File: src/rtl/uart_tx_feeder.sv
// Circular byte FIFO plus present/busy handshake feeding a UART transmitter.
// Optional sticky overflow flag enabled by defining UART_TX_OVF_EN.
module uart_tx_feeder #(
  parameter int DEPTH = 8
) (
  input  logic                       clk_i,
  input  logic                       rst_i,
  input  logic                       wr_en_i,
  input  logic [7:0]                 wr_data_i,
  input  logic                       flush_i,
  output logic                       full_o,
  output logic                       empty_o,
  output logic [$clog2(DEPTH):0]     count_o,
  output logic                       overflow_o,
  output logic                       busy_o,
  input  logic                       tx_tick_i,
  input  logic                       t_done_i,
  output logic [7:0]                 t_data_o,
  output logic                       tx_en_o
);

  localparam int AW = $clog2(DEPTH);
  localparam int CW = AW + 1;
  localparam logic [CW-1:0] DEPTH_C = CW'(DEPTH);

  typedef enum logic [1:0] {
    IDLE,
    PRESENT,
    BUSY
  } state_e;

  state_e          state_q, state_d;
  logic [AW-1:0]   wr_ptr_q, wr_ptr_d;
  logic [AW-1:0]   rd_ptr_q, rd_ptr_d;
  logic [CW-1:0]   count_q, count_d;
  logic [7:0]      t_data_q, t_data_d;
  logic            tx_en_q, tx_en_d;
  logic [7:0]      mem_q [DEPTH];

  logic            full;
  logic            empty;
  logic            wr_accept;
  logic            pop;

  assign full      = (count_q == DEPTH_C);
  assign empty     = (count_q == '0);
  // Flush takes priority over a same-cycle write, so such a write is neither stored nor counted as dropped.
  assign wr_accept = wr_en_i && !full && !flush_i;
  assign pop       = (state_q == PRESENT) && tx_tick_i;

  always_comb begin
    state_d  = state_q;
    t_data_d = t_data_q;
    tx_en_d  = tx_en_q;
    case (state_q)
      IDLE: begin
        if (!empty && !flush_i) begin
          state_d  = PRESENT;
          t_data_d = mem_q[rd_ptr_q];
          tx_en_d  = 1'b1;
        end
      end
      PRESENT: begin
        // A tick means the transmitter already took the byte, even if a flush arrives alongside it.
        if (tx_tick_i) begin
          state_d = BUSY;
          tx_en_d = 1'b0;
        end else if (flush_i) begin
          state_d = IDLE;
          tx_en_d = 1'b0;
        end
      end
      BUSY: begin
        if (t_done_i) begin
          state_d = IDLE;
        end
      end
      default: begin
        state_d = IDLE;
        tx_en_d = 1'b0;
      end
    endcase
  end

  always_comb begin
    wr_ptr_d = wr_ptr_q;
    rd_ptr_d = rd_ptr_q;
    count_d  = count_q;
    if (flush_i) begin
      wr_ptr_d = '0;
      rd_ptr_d = '0;
      count_d  = '0;
    end else begin
      if (wr_accept) begin
        wr_ptr_d = wr_ptr_q + AW'(1);
      end
      if (pop) begin
        rd_ptr_d = rd_ptr_q + AW'(1);
      end
      case ({wr_accept, pop})
        2'b10:   count_d = count_q + CW'(1);
        2'b01:   count_d = count_q - CW'(1);
        default: count_d = count_q;
      endcase
    end
  end

  always_ff @(posedge clk_i) begin
    if (rst_i) begin
      state_q  <= IDLE;
      wr_ptr_q <= '0;
      rd_ptr_q <= '0;
      count_q  <= '0;
      t_data_q <= 8'h00;
      tx_en_q  <= 1'b0;
    end else begin
      state_q  <= state_d;
      wr_ptr_q <= wr_ptr_d;
      rd_ptr_q <= rd_ptr_d;
      count_q  <= count_d;
      t_data_q <= t_data_d;
      tx_en_q  <= tx_en_d;
    end
  end

  always_ff @(posedge clk_i) begin
    if (wr_accept) begin
      mem_q[wr_ptr_q] <= wr_data_i;
    end
  end

`ifdef UART_TX_OVF_EN
  logic wr_drop;
  logic overflow_q, overflow_d;

  assign wr_drop    = wr_en_i && full && !flush_i;
  assign overflow_d = overflow_q | wr_drop;

  always_ff @(posedge clk_i) begin
    if (rst_i) begin
      overflow_q <= 1'b0;
    end else begin
      overflow_q <= overflow_d;
    end
  end

  assign overflow_o = overflow_q;
`else
  assign overflow_o = 1'b0;
`endif

  assign full_o   = full;
  assign empty_o  = empty;
  assign count_o  = count_q;
  assign busy_o   = (state_q != IDLE);
  assign t_data_o = t_data_q;
  assign tx_en_o  = tx_en_q;

endmodule

File: config.mk
export PLATFORM = sky130hd
export DESIGN_NAME = uart_tx_feeder
export DESIGN_NICKNAME = d
export VERILOG_FILES = /design/src/rtl/uart_tx_feeder.sv
export SDC_FILE = /design/constraint.sdc
export NUM_CORES = 1
export LEC_CHECK = 0
export CORE_MARGIN = 4
export CORE_UTILIZATION = 60
export CTS_CLUSTER_SIZE = 10
export DETAILED_ROUTE_END_ITERATION = 10
export PLACE_DENSITY = 0.89
export SLEW_MARGIN = 20
export SYNTH_ARGS = -nofsm -noshare
export SYNTH_HDL_FRONTEND = slang
export SYNTH_SLANG_ARGS = --single-unit
File: constraint.sdc
create_clock -name clk_i -period 6.6 [get_ports clk_i]
set_input_delay 0.66 -clock clk_i [delete_from_list [all_inputs] [get_ports clk_i]]
set_output_delay 0.66 -clock clk_i [all_outputs]
set_load 0.1 [all_outputs]
# After elaboration in Yosys (flattened, before gate mapping)
# Memories as Yosys holds them, arrays and structs flattened. A register that Yosys moved wholly into a read port is not among the register bits.
# Index checks and enable logic that the tools add are counted.
[word_totals] reg_bits=13 ramBits=64 n_memories=1
[op_classes] add_sub_neg=4 n_eq_ne=8 mux=12 bitwise_logic=1 n_reduce_logical=15
[mem_list] name="mem_q" depth=8 width=8 read_ports=1 rd_clocked_by_memory_dff=1 write_ports=1 line_no="38" rtl="logic [7:0] mem_q [DEPTH];"
[op_table] operator="2-bit two-way mux" n=4
[op_table] operator="4-bit case mux with 2 select lines" n=1
[op_table] operator="3-bit by 1-bit adder with 3-bit output (second input constant)" n=2
[op_table] operator="2-bit case mux with 3 select lines" n=1
[op_table] operator="3-bit AND reduction" n=2
[op_table] operator="1-bit two-way mux" n=5
[op_table] operator="4-bit by 1-bit adder with 4-bit output (second input constant)" n=1
[op_table] operator="2-bit by 1-bit equality test with 1-bit output (second input constant)" n=2
[op_table] operator="2-bit equality test (second input constant)" n=2
[op_table] operator="4-bit equality test (second input constant)" n=1
[op_table] operator="1-bit logical AND" n=4
[op_table] operator="4-bit zero test" n=1
[op_table] operator="2-bit inequality test (second input constant)" n=2
[op_table] operator="2-bit nonzero test" n=2
[op_table] operator="4-bit by 1-bit subtractor with 4-bit output (second input constant)" n=1
[op_table] operator="1-bit zero test" n=3
[op_table] operator="3-bit inequality test (second input constant)" n=1
[op_table] operator="1-bit case mux with 3 select lines" n=1
[op_table] operator="2-bit zero test" n=1
[op_table] operator="2-bit AND reduction" n=1
[op_table] operator="2-bit OR reduction" n=1
[op_table] operator="1-bit inverter" n=1

# Logic depth before layout (Yosys ltp)
# Gate-level depths: netlist (run 1).
[logic_depth] depth_word=6 depth_mapped=10 depth_no_buf=10

# Worst setup path before layout (run 1)
# No wires, ideal clock.
[synth_timing] path_kind="reg-to-reg" start="reg count_q[0], in the netlist count_o[0]" end="reg count_q[2], in the netlist count_o[2]" arrival_ns=2.972 required_time_ns=6.529 setup_slack_ns=3.557 stages_incl_launch_ff=11 path_buffers=0 cell_sequence="dfxtp_1 -> or4b_4 -> nand2_1 -> or2_2 -> ha_1 -> xor2_1 -> ha_1 -> a21oi_1 -> xor2_1 -> or3_1 -> a21oi_1"
[synth_via] elab_chain_cells=6 word_cells_on_any_way=10 cone_classes="2 x add/sub; 3 x eq/ne; 1 x mux; 4 x reduce/logical"
[synth_lines] element="start: declaration" line_no="35" rtl="logic [CW-1:0] count_q, count_d;"
[synth_lines] element="start signal: assignment" line_no="120" rtl="count_q <= count_d;"
[synth_lines] element="4-bit equality test" line_no="45" rtl="assign full = (count_q == DEPTH_C);"
[synth_lines] element="1-bit zero test" line_no="48" rtl="assign wr_accept = wr_en_i && !full && !flush_i;"
[synth_lines] element="1-bit logical AND (2 in series)" line_no="48"
[synth_lines] element="2-bit by 1-bit equality test with 1-bit output / 2-bit equality test (equally long branches)" line_no="100" rtl="case ({wr_accept, pop})"
[synth_lines] element="4-bit case mux with 2 select lines / 2-bit nonzero test (equally long branches)"
# Several ways; a longest one is shown, not always the timed one.
# A chain may end at the register's enable or synchronous reset.

# Worst setup path in the final report (run 1)
[layout_timing] start="reg count_q[0], in the netlist count_o[0]" end="out full_o"
[layout_via] elab_chain_cells=1
[layout_lines] element="4-bit equality test" line_no="45"
[layout_lines] element="end: declaration" line_no="11" rtl="output logic full_o,"
# No other way between the ends.

==> flow_summary.toml, run 1 <==
[outcome]
status = "finished, final reports clean"

[sta]
period_share = 0.483
finalSetupViolations = 0
drv_slew = 0
whs_ns = 0.508
post-route-min-period_ns = 3.19
hold_viol = 0
rsz0062_at_grt = "false"
worst_pin_slew_ns = 1.01
fmax_mhz = 313
slew_headroom = 0.325
finalClockSkew_ns = 0.00876
tns_ns = 0

[clock_network]
ctsRootBufferMaster = "clkbuf_8"
cts_resized = 0
clk_latency_ns = 0.35
clk_pin_slew_worst_paths_ns = 0.08
clk_path_buf_depth = 2
holdBufCountCts = 0
cts_tree = "built"
clkSinkCount = 85
cts.htree.levels = 3
cts_setup_buffers = 0
cts_buffers = 9

[power]
leakage_nw = 1.29
p_per_area_mw_per_mm2 = 261
comb_power_share = 0.065
vdd_drop_max_uv = 173
p_switching_uw = 229
clkPwrFrac = 0.377
swShare = 0.219
internal_power_uw = 815
p_seq_frac = 0.558

[detailed_routing]
wl_per_cell_um = 19.3
drc_errors = 0
drtPass1Iterations = 4
route.antenna.remaining_nets = 0
vias = 1886
drtIter0Drc = 209
via_per_inst = 5.88
drt-total-wl_um = 6190

[synth]
avgSynthCellArea_um2 = 16.4
mappedNetlistArea_mm2 = 0.00344
synth-seq-cells = 85
synth_top_family_by_area = "simple AND/OR/NAND/NOR gates"
synth.yosys.warnings = 0
synth_flop_cell = "edfxtp_1"
synth_cell_types = 37
synth-compound-area-share = 0.0397
synth_nets = 229
synthCells = 210
yosysSeqAreaShare = 0.681
synth_mux_area_frac = 0.111
yosys.area_share.simple = 0.112
synth_fa_ha_area_frac = 0.0182
async_flop_share = 0
yosys.area_share.xor_xnor = 0.0153
synth_edf_count = 64

[hold_path]
hold_class = "flip-flop to flip-flop"

[run]
maxCapViolations = 0

[worst_setup_path]
critPathLaunchType = "flip-flop"
cp_slowest_cell = "clkdlybuf4s50_1"
worst-path-max-fanout = 8
worstSetupPathType = "flip-flop to output port"
critPathRequiredTime_ns = 5.94
worst_setup_path_end_kind = "output port"
path_cells = "or4b_4, inv_1, clkdlybuf4s50_1"
max_stage_delay_ns = 1.12
worstPathArrival_ns = 2.53

[layout]
final_cell_mix = "edfxtp_1, clkdlybuf4s50_1, dfxtp_1, nor2_1, mux4_2"
layout_commonest_cell = "edfxtp_1"
final.fill_count = 360
fin_util = 0.721
layout-drive-gt1-share = 0.233
area_growth_pct = 16.1
layout.nets = 263
antenna_cells = 0

[placed_design]
hpwl_um = 4060
io_buffers = 29
place.gp.congestion = 0.787

[global_routing]
grt_pass1_wl_um = 10100
grt_overflow = 0
antenna_found_initial = 0
grt_usage = 0.191
grt_pass1_vias = 1861
grt_max_degree = 19

[floorplan]
die_h_um = 83.7
dieArea_mm2 = 0.00701
rows = 27
start_util = 0.621
die_w_um = 83.7
fp.coreArea_mm2 = 0.00554
io_pins = 31
==> cells in the mapped netlist (all sizes together) (4+ instances only) <==
library cell | n | area (um2)
xor2 | 4 | 35.0
buf | 5 | 46.3
nand2b | 4 | 25.0
inv | 4 | 15.0
nor2 | 24 | 110
nand2 | 4 | 15.0
mux4 | 16 | 360
a21oi | 7 | 38.8
dfxtp | 21 | 420
edfxtp | 64 | 1920
ha | 5 | 62.6
o22ai | 8 | 50.1
nor3 | 11 | 95.1
clkbuf | 4 | 16.3
==> sequential cells by signal (all words and copies together), names as in the netlist <==
signal    flops
count_o       4
wr_ptr_q      3
t_data_o      8
mem_q        64
rd_ptr_q      3
tx_en_o       1
state_q       2
==> logic make-up after synthesis <==
group | Yosys count
xor gates and xnor gates | 6
and+or+nand+nor | 60
adders and majority gates | 5
AOI/OAI and AO/OA | 22
other | 1
DFF | 85
buffers and inverters | 13
muxes | 18
==> metal layers <==
metal | share of wire | global-route usage
met5 | 0 | 0
met4 | 0.013 | 0.0921
met3 | 0.078 | 0.0494
met2 | 0.49 | 0.288
met1 | 0.42 | 0.262
==> critical path: cells and delay by family (launching register included) <==
| kind | cells | cell delay (ns) |
|---|---|---|
| buffers and inverters | 2 | 1.19 |
| and+or+nand+nor | 1 | 0.60 |
| DFF | 1 | 0.39 |
==> power groups by stage <==
stage / logic, mW / clock network (mW) / registers (mW)
detailed placement: 0.0677 / 0 / 0.595
finish: 0.0674 / 0.394 / 0.583
global placement: 0.0662 / 0 / 0.595
floorplan: 0.0271 / 0 / 0.613
global route: 0.0715 / 0.429 / 0.584
CTS: 0.0678 / 0.402 / 0.583
==> through the flow <==
stage / cell area [um2] / std cells / setup slack [ns] / power, mW
after floorplan: 3440 / 210 / 3.56 / 0.640
after global placement: 3780 / 305 / 3.72 / 0.661
after detailed placement: 3780 / 305 / 3.67 / 0.663
after CTS: 3990 / 321 / 3.39 / 1.05
after global routing: 3990 / 321 / 3.32 / 1.08
final: 3990 / 321 / 3.41 / 1.04
==> worst paths after layout <==
kind / slack, ns / to / from / cells past startpoint
setup / recovery: 3.41 / full_o / count_o[0]$_SDFFE_PP0P_ / 3
hold / removal: 0.51 / t_data_o[7]$_SDFFE_PP0P_ / t_data_o[7]$_SDFFE_PP0P_ / 2
setup reg to reg: 4.08 / count_o[2]$_SDFFE_PP0P_ / count_o[0]$_SDFFE_PP0P_ / 10
hold reg to reg: 0.51 / t_data_o[7]$_SDFFE_PP0P_ / t_data_o[7]$_SDFFE_PP0P_ / 2
==> layout make-up <==
type	count	area, um2	area share
clock buffer	10	128	0.0320
tap	72	90.1	0.0226
sequential	85	2340	0.586
clock inverter	6	86.3	0.0216
multi-input combinational	112	1020	0.255
inverter	4	15.0	0.00376
timing repair buffer	32	313	0.0783
No activity file was read; power rests on OpenSTA's default activity.
==> inputs of run 2 (changes only) <==
CORE_UTILIZATION = 56   (was 60)
PLACE_DENSITY = 0.84   (was 0.89)
clock period = 3 ns   (was 6.6 ns; I/O delays follow)
==> flow_summary.toml, run 2 (synthesis gave the netlist of run 1 again) <==
[outcome]
status = "finished, final reports clean"

[power]
swShare = 0.209
comb_power_share = 0.062
vdd_drop_max_uv = 434
internal_power_mw = 1.87
p_switching_uw = 494
leakage_nw = 1.36
p_per_area_mw_per_mm2 = 585
p_seq_frac = 0.542
clkPwrFrac = 0.396

[placed_design]
io_buffers = 29
place.gp.congestion = 0.721
hpwl_um = 3980
pre_cts_slack_ns = 0.340
placedInstanceArea_mm2 = 0.00380

[layout]
final_cell_mix = "edfxtp_1, buf_4, dfxtp_1, clkdlybuf4s50_1"
regMostFlops = "mem_q"
register_area_mm2 = 0.00234
fin_util = 0.678
largest_reg_flops = 64
layout_commonest_cell = "edfxtp_1"
multi_input_area_mm2 = 0.00102
layout-drive-gt1-share = 0.314
final.fill_count = 411
layout.nets = 269
final_cell_area_mm2 = 0.00404
antenna_cells = 0
area_growth_pct = 17.4

[sta]
finalClockSkew_ns = 0.00660
period_share = 0.858
rsz0062_at_grt = "false"
tns_ns = 0
setup_ws_ns = 0.427
drv_slew = 0
slew_headroom = 0.356
post-route-min-period_ns = 2.57
fmax_mhz = 389
hold_viol = 0
worst_pin_slew_ns = 0.964
finalSetupViolations = 0

[worst_setup_path]
worstPathArrival_ns = 2.86
crit_family = "compound AO/OA/AOI/OAI gates"
worst_setup_path_end_kind = "flip-flop"
path_buf_inv = 0
cp_slowest_cell = "a2111oi_0"
critPathRequiredTime_ns = 3.29
critPathLaunchType = "flip-flop"
worstSetupPathType = "flip-flop to flip-flop"
path_cells = "or4b_4, nand2_1, or2_2, ha_1, nand3b_1, a2111oi_0, o21ai_0, a21oi_1"
worst-path-max-fanout = 8
max_stage_delay_ns = 0.61

[floorplan]
start_util = 0.578
dieArea_mm2 = 0.00746
rows = 28
die_h_um = 86.4
io_pins = 31
die_w_um = 86.4
fp.coreArea_mm2 = 0.00596

[global_routing]
grt_pass1_wl_um = 9800
grt_usage = 0.182
grt_overflow = 0
grt_max_degree = 19
antenna_found_initial = 0
grt_pass1_vias = 1875

[run]
maxCapViolations = 0

[detailed_routing]
drtIter0Drc = 157
drtPass1Iterations = 4
via_per_inst = 5.67
route.antenna.remaining_nets = 0
drt-total-wl_um = 6110
vias = 1871
wl_per_cell_um = 18.5
drc_errors = 0

[clock_network]
clkSinkCount = 85
holdBufCountCts = 0
clk_path_buf_depth = 2
ctsRootBufferMaster = "clkbuf_8"
cts_tree = "built"
cts_setup_buffers = 0
cts_resized = 0
clk_pin_slew_worst_paths_ns = 0.08
clk_latency_ns = 0.35
cts_buffers = 9
cts.htree.levels = 3

[hold_path]
hold_class = "flip-flop to flip-flop"
-- run 2: cell types whose count changed in the layout (fill, tap and decap cells not counted), moves of 2 or more --
cell,change
dfxtp_1,-2
dfxtp_2,+2
inv_6,-2
buf_4,+18
clkinv_2,+2
clkdlybuf4s50_1,-12
-- run 2: worst min-delay path: stages (launching register included) --
cell,delay (ns)
dfxtp_1,0.32
nor2_2,0.11
nor3_2,0.04
-- run 2: layout make-up --
class,instances,area share
flip-flops and latches,85,0.581
multi-input cells,112,0.252
repair buffers,38,0.0812
clock buffers,9,0.0307
clock inverters,7,0.0282
well taps,75,0.0232
inverters,4,0.00372
-- run 2: worst paths after layout --
path                            startpoint                       end  slack (ns)  cells past startpoint
setup / recovery   count_o[0]$_SDFFE_PP0P_   count_o[3]$_SDFFE_PP0P_        0.43                      8
hold reg to reg   t_data_o[1]$_SDFFE_PP0P_  t_data_o[1]$_SDFFE_PP0P_        0.51                      2
setup reg to reg   count_o[0]$_SDFFE_PP0P_   count_o[3]$_SDFFE_PP0P_        0.43                      8
hold / removal    t_data_o[1]$_SDFFE_PP0P_  t_data_o[1]$_SDFFE_PP0P_        0.51                      2
-- run 2: per-stage QoR --
stage	hold WS, ns	instances	power [mW]
2_1_floorplan	0.399	210	1.41
3_3_place_gp	0.476	314	1.45
3_5_place_dp	0.491	314	1.46
4_1_cts	0.509	330	2.38
5_1_grt	0.538	330	2.45
6_report	0.507	330	2.36
-- run 2: power by group through the flow --
stage                     sequential (mW)  combinational [mW]  clock (mW)
after CTS                            1.28               0.148       0.952
after global routing                 1.28               0.156        1.01
final                                1.28               0.147       0.935
after detailed placement             1.31               0.147           0
after global placement               1.31               0.145           0
after floorplan                      1.35              0.0597           0
-- run 2: metal layers --
metal	routed length (um)	global-route usage	part of all wire	up-vias
li1	-	-	-	890
met1	2400	0.239	0.39	903
met2	3120	0.289	0.51	68
met3	478	0.0466	0.078	10
met4	106	0.0807	0.017	0
met5	0	0	0	-
==> inputs of run 3 (changes only) <==
GPL_TIMING_DRIVEN = 0   (was default)
RECOVER_POWER = 50   (was default)
SLEW_MARGIN = default   (was 20)
==> flow_summary.toml, run 3 (synthesis gave the netlist of run 1 again) <==
[layout]
largest_reg_flops = 64
area_growth_pct = 16.4
layout_commonest_cell = "edfxtp_1"
layout.nets = 269
final_cell_mix = "edfxtp_1, dfxtp_1, clkdlybuf4s50_1, nor2_1, mux4_2"
layout-drive-gt1-share = 0.251
fin_cells = 330
antenna_cells = 0
regMostFlops = "mem_q"
fin_util = 0.672
final.fill_count = 422
final_cell_area_mm2 = 0.00400

[worst_setup_path]
worst_setup_path_end_kind = "output port"
cp_slowest_cell = "clkdlybuf4s50_1"
worst-path-max-fanout = 8
critPathLaunchType = "flip-flop"
path_cells = "or4b_4, inv_1, clkdlybuf4s50_1"
critPathRequiredTime_ns = 2.70
rr_startpoint = "count_o[0]$_SDFFE_PP0P_"
startpoint = "count_o[0]$_SDFFE_PP0P_"
worstPathArrival_ns = 2.52
max_stage_delay_ns = 1.12
worstSetupPathType = "flip-flop to output port"

[floorplan]
die_w_um = 86.4
fp.coreArea_mm2 = 0.00596
rows = 28
io_pins = 31
die_h_um = 86.4
start_util = 0.578
dieArea_mm2 = 0.00746

[global_routing]
use_met3 = 0.0409
grt_max_degree = 16
grt_pass1_vias = 1827
grt_overflow = 0
grt_busiest_layer = "met2"
grt_pass1_wl_um = 9710
use_met1 = 0.244
use_met2 = 0.280
antenna_found_initial = 0
grt_usage = 0.179

[placed_design]
place_inst = 314
hpwl_um = 3950
place.gp.congestion = 0.733
io_buffers = 29
placedInstanceArea_mm2 = 0.00383

[clock_network]
cts.htree.levels = 3
clk_latency_ns = 0.34
cts_tree = "built"
ctsRootBufferMaster = "clkbuf_8"
cts_setup_buffers = 0
clkSinkCount = 85
cts_resized = 0
cts_buffers = 9
clk_path_buf_depth = 2
holdBufCountCts = 0
clk_pin_slew_worst_paths_ns = 0.08

[detailed_routing]
drc_errors = 0
drt-total-wl_um = 6170
drtIter0Drc = 178
route.antenna.remaining_nets = 0
wl_per_cell_um = 18.7
drtPass1Iterations = 4
vias = 1905
via_per_inst = 5.77

[power]
clkPwrFrac = 0.331
swShare = 0.241
leakage_nw = 1.30
p_switching_uw = 515
p_per_area_mw_per_mm2 = 534
comb_power_share = 0.069
p_seq_frac = 0.600
internal_power_mw = 1.62
vdd_drop_max_uv = 378

[outcome]
status = "finished, final reports clean"

[sta]
whs_ns = 0.499
drv_slew = 0
worst_pin_slew_ns = 0.966
slew_headroom = 0.354
tns_ns = 0
post-route-min-period_ns = 2.82
hold_viol = 0
fmax_mhz = 355
period_share = 0.939
finalClockSkew_ns = 0.0117
rsz0062_at_grt = "false"
finalSetupViolations = 0

[run]
maxCapViolations = 0

[hold_path]
hold_start = "tx_en_o$_SDFFE_PP0P_"
hold_class = "flip-flop to flip-flop"
==> run 3: cell types whose count changed in the layout (fill, tap and decap cells not counted), moves of 2 or more <==
cell	delta
buf_4	-20
clkinvlp_4	+2
clkinv_2	-2
clkdlybuf4s50_1	+3
nor3_1	-2
bufinv_16	-3
dlygate4sd3_1	+9
clkbuf_1	+3
buf_6	+3
nor3_2	+2
==> run 3: power groups by stage <==
stage / clock network [mW] / logic, mW / registers, mW
2_1_floorplan: 0 / 0.0597 / 1.35
3_3_place_gp: 0 / 0.148 / 1.31
3_5_place_dp: 0 / 0.151 / 1.31
4_1_cts: 0.719 / 0.151 / 1.28
5_1_grt: 0.772 / 0.157 / 1.28
6_report: 0.708 / 0.148 / 1.28
==> run 3: layer usage <==
metal,share of wire,up-vias
li1,-,890
met4,0.017,0
met3,0.074,11
met1,0.41,935
met2,0.50,69
met5,0,-
==> run 3: worst paths after layout <==
kind / end / slack [ns] / cells past startpoint
max: full_o / 0.18 / 3
min: tx_en_o$_SDFFE_PP0P_ / 0.50 / 2
max reg2reg: count_o[2]$_SDFFE_PP0P_ / 0.46 / 10
min reg2reg: tx_en_o$_SDFFE_PP0P_ / 0.50 / 2
==> run 3: worst max-delay path, delay by kind of cell, from the launching register on <==
kind	cells	cell delay, ns
flip-flops	1	0.39
AND/OR/NAND/NOR	1	0.60
buffers and inverters	2	1.19
==> run 3: area by class of cell <==
class                      instances  area [um2]  share of cell area
inverter                           4        15.0             0.00375
sequential                        85        2340               0.585
timing repair buffer              29         290              0.0725
buffer                             9        62.6              0.0156
multi-input combinational        112        1020               0.256
tap                               75        93.8              0.0234
clock inverter                     7        50.0              0.0125
clock buffer                       9         124              0.0309
==> run 3: through the flow <==
step,setup WS [ns],power (mW)
finish,0.182,2.14
detailed placement,0.207,1.46
global route,0.0942,2.21
CTS,0.199,2.15
floorplan,0.00338,1.41
global placement,0.202,1.46
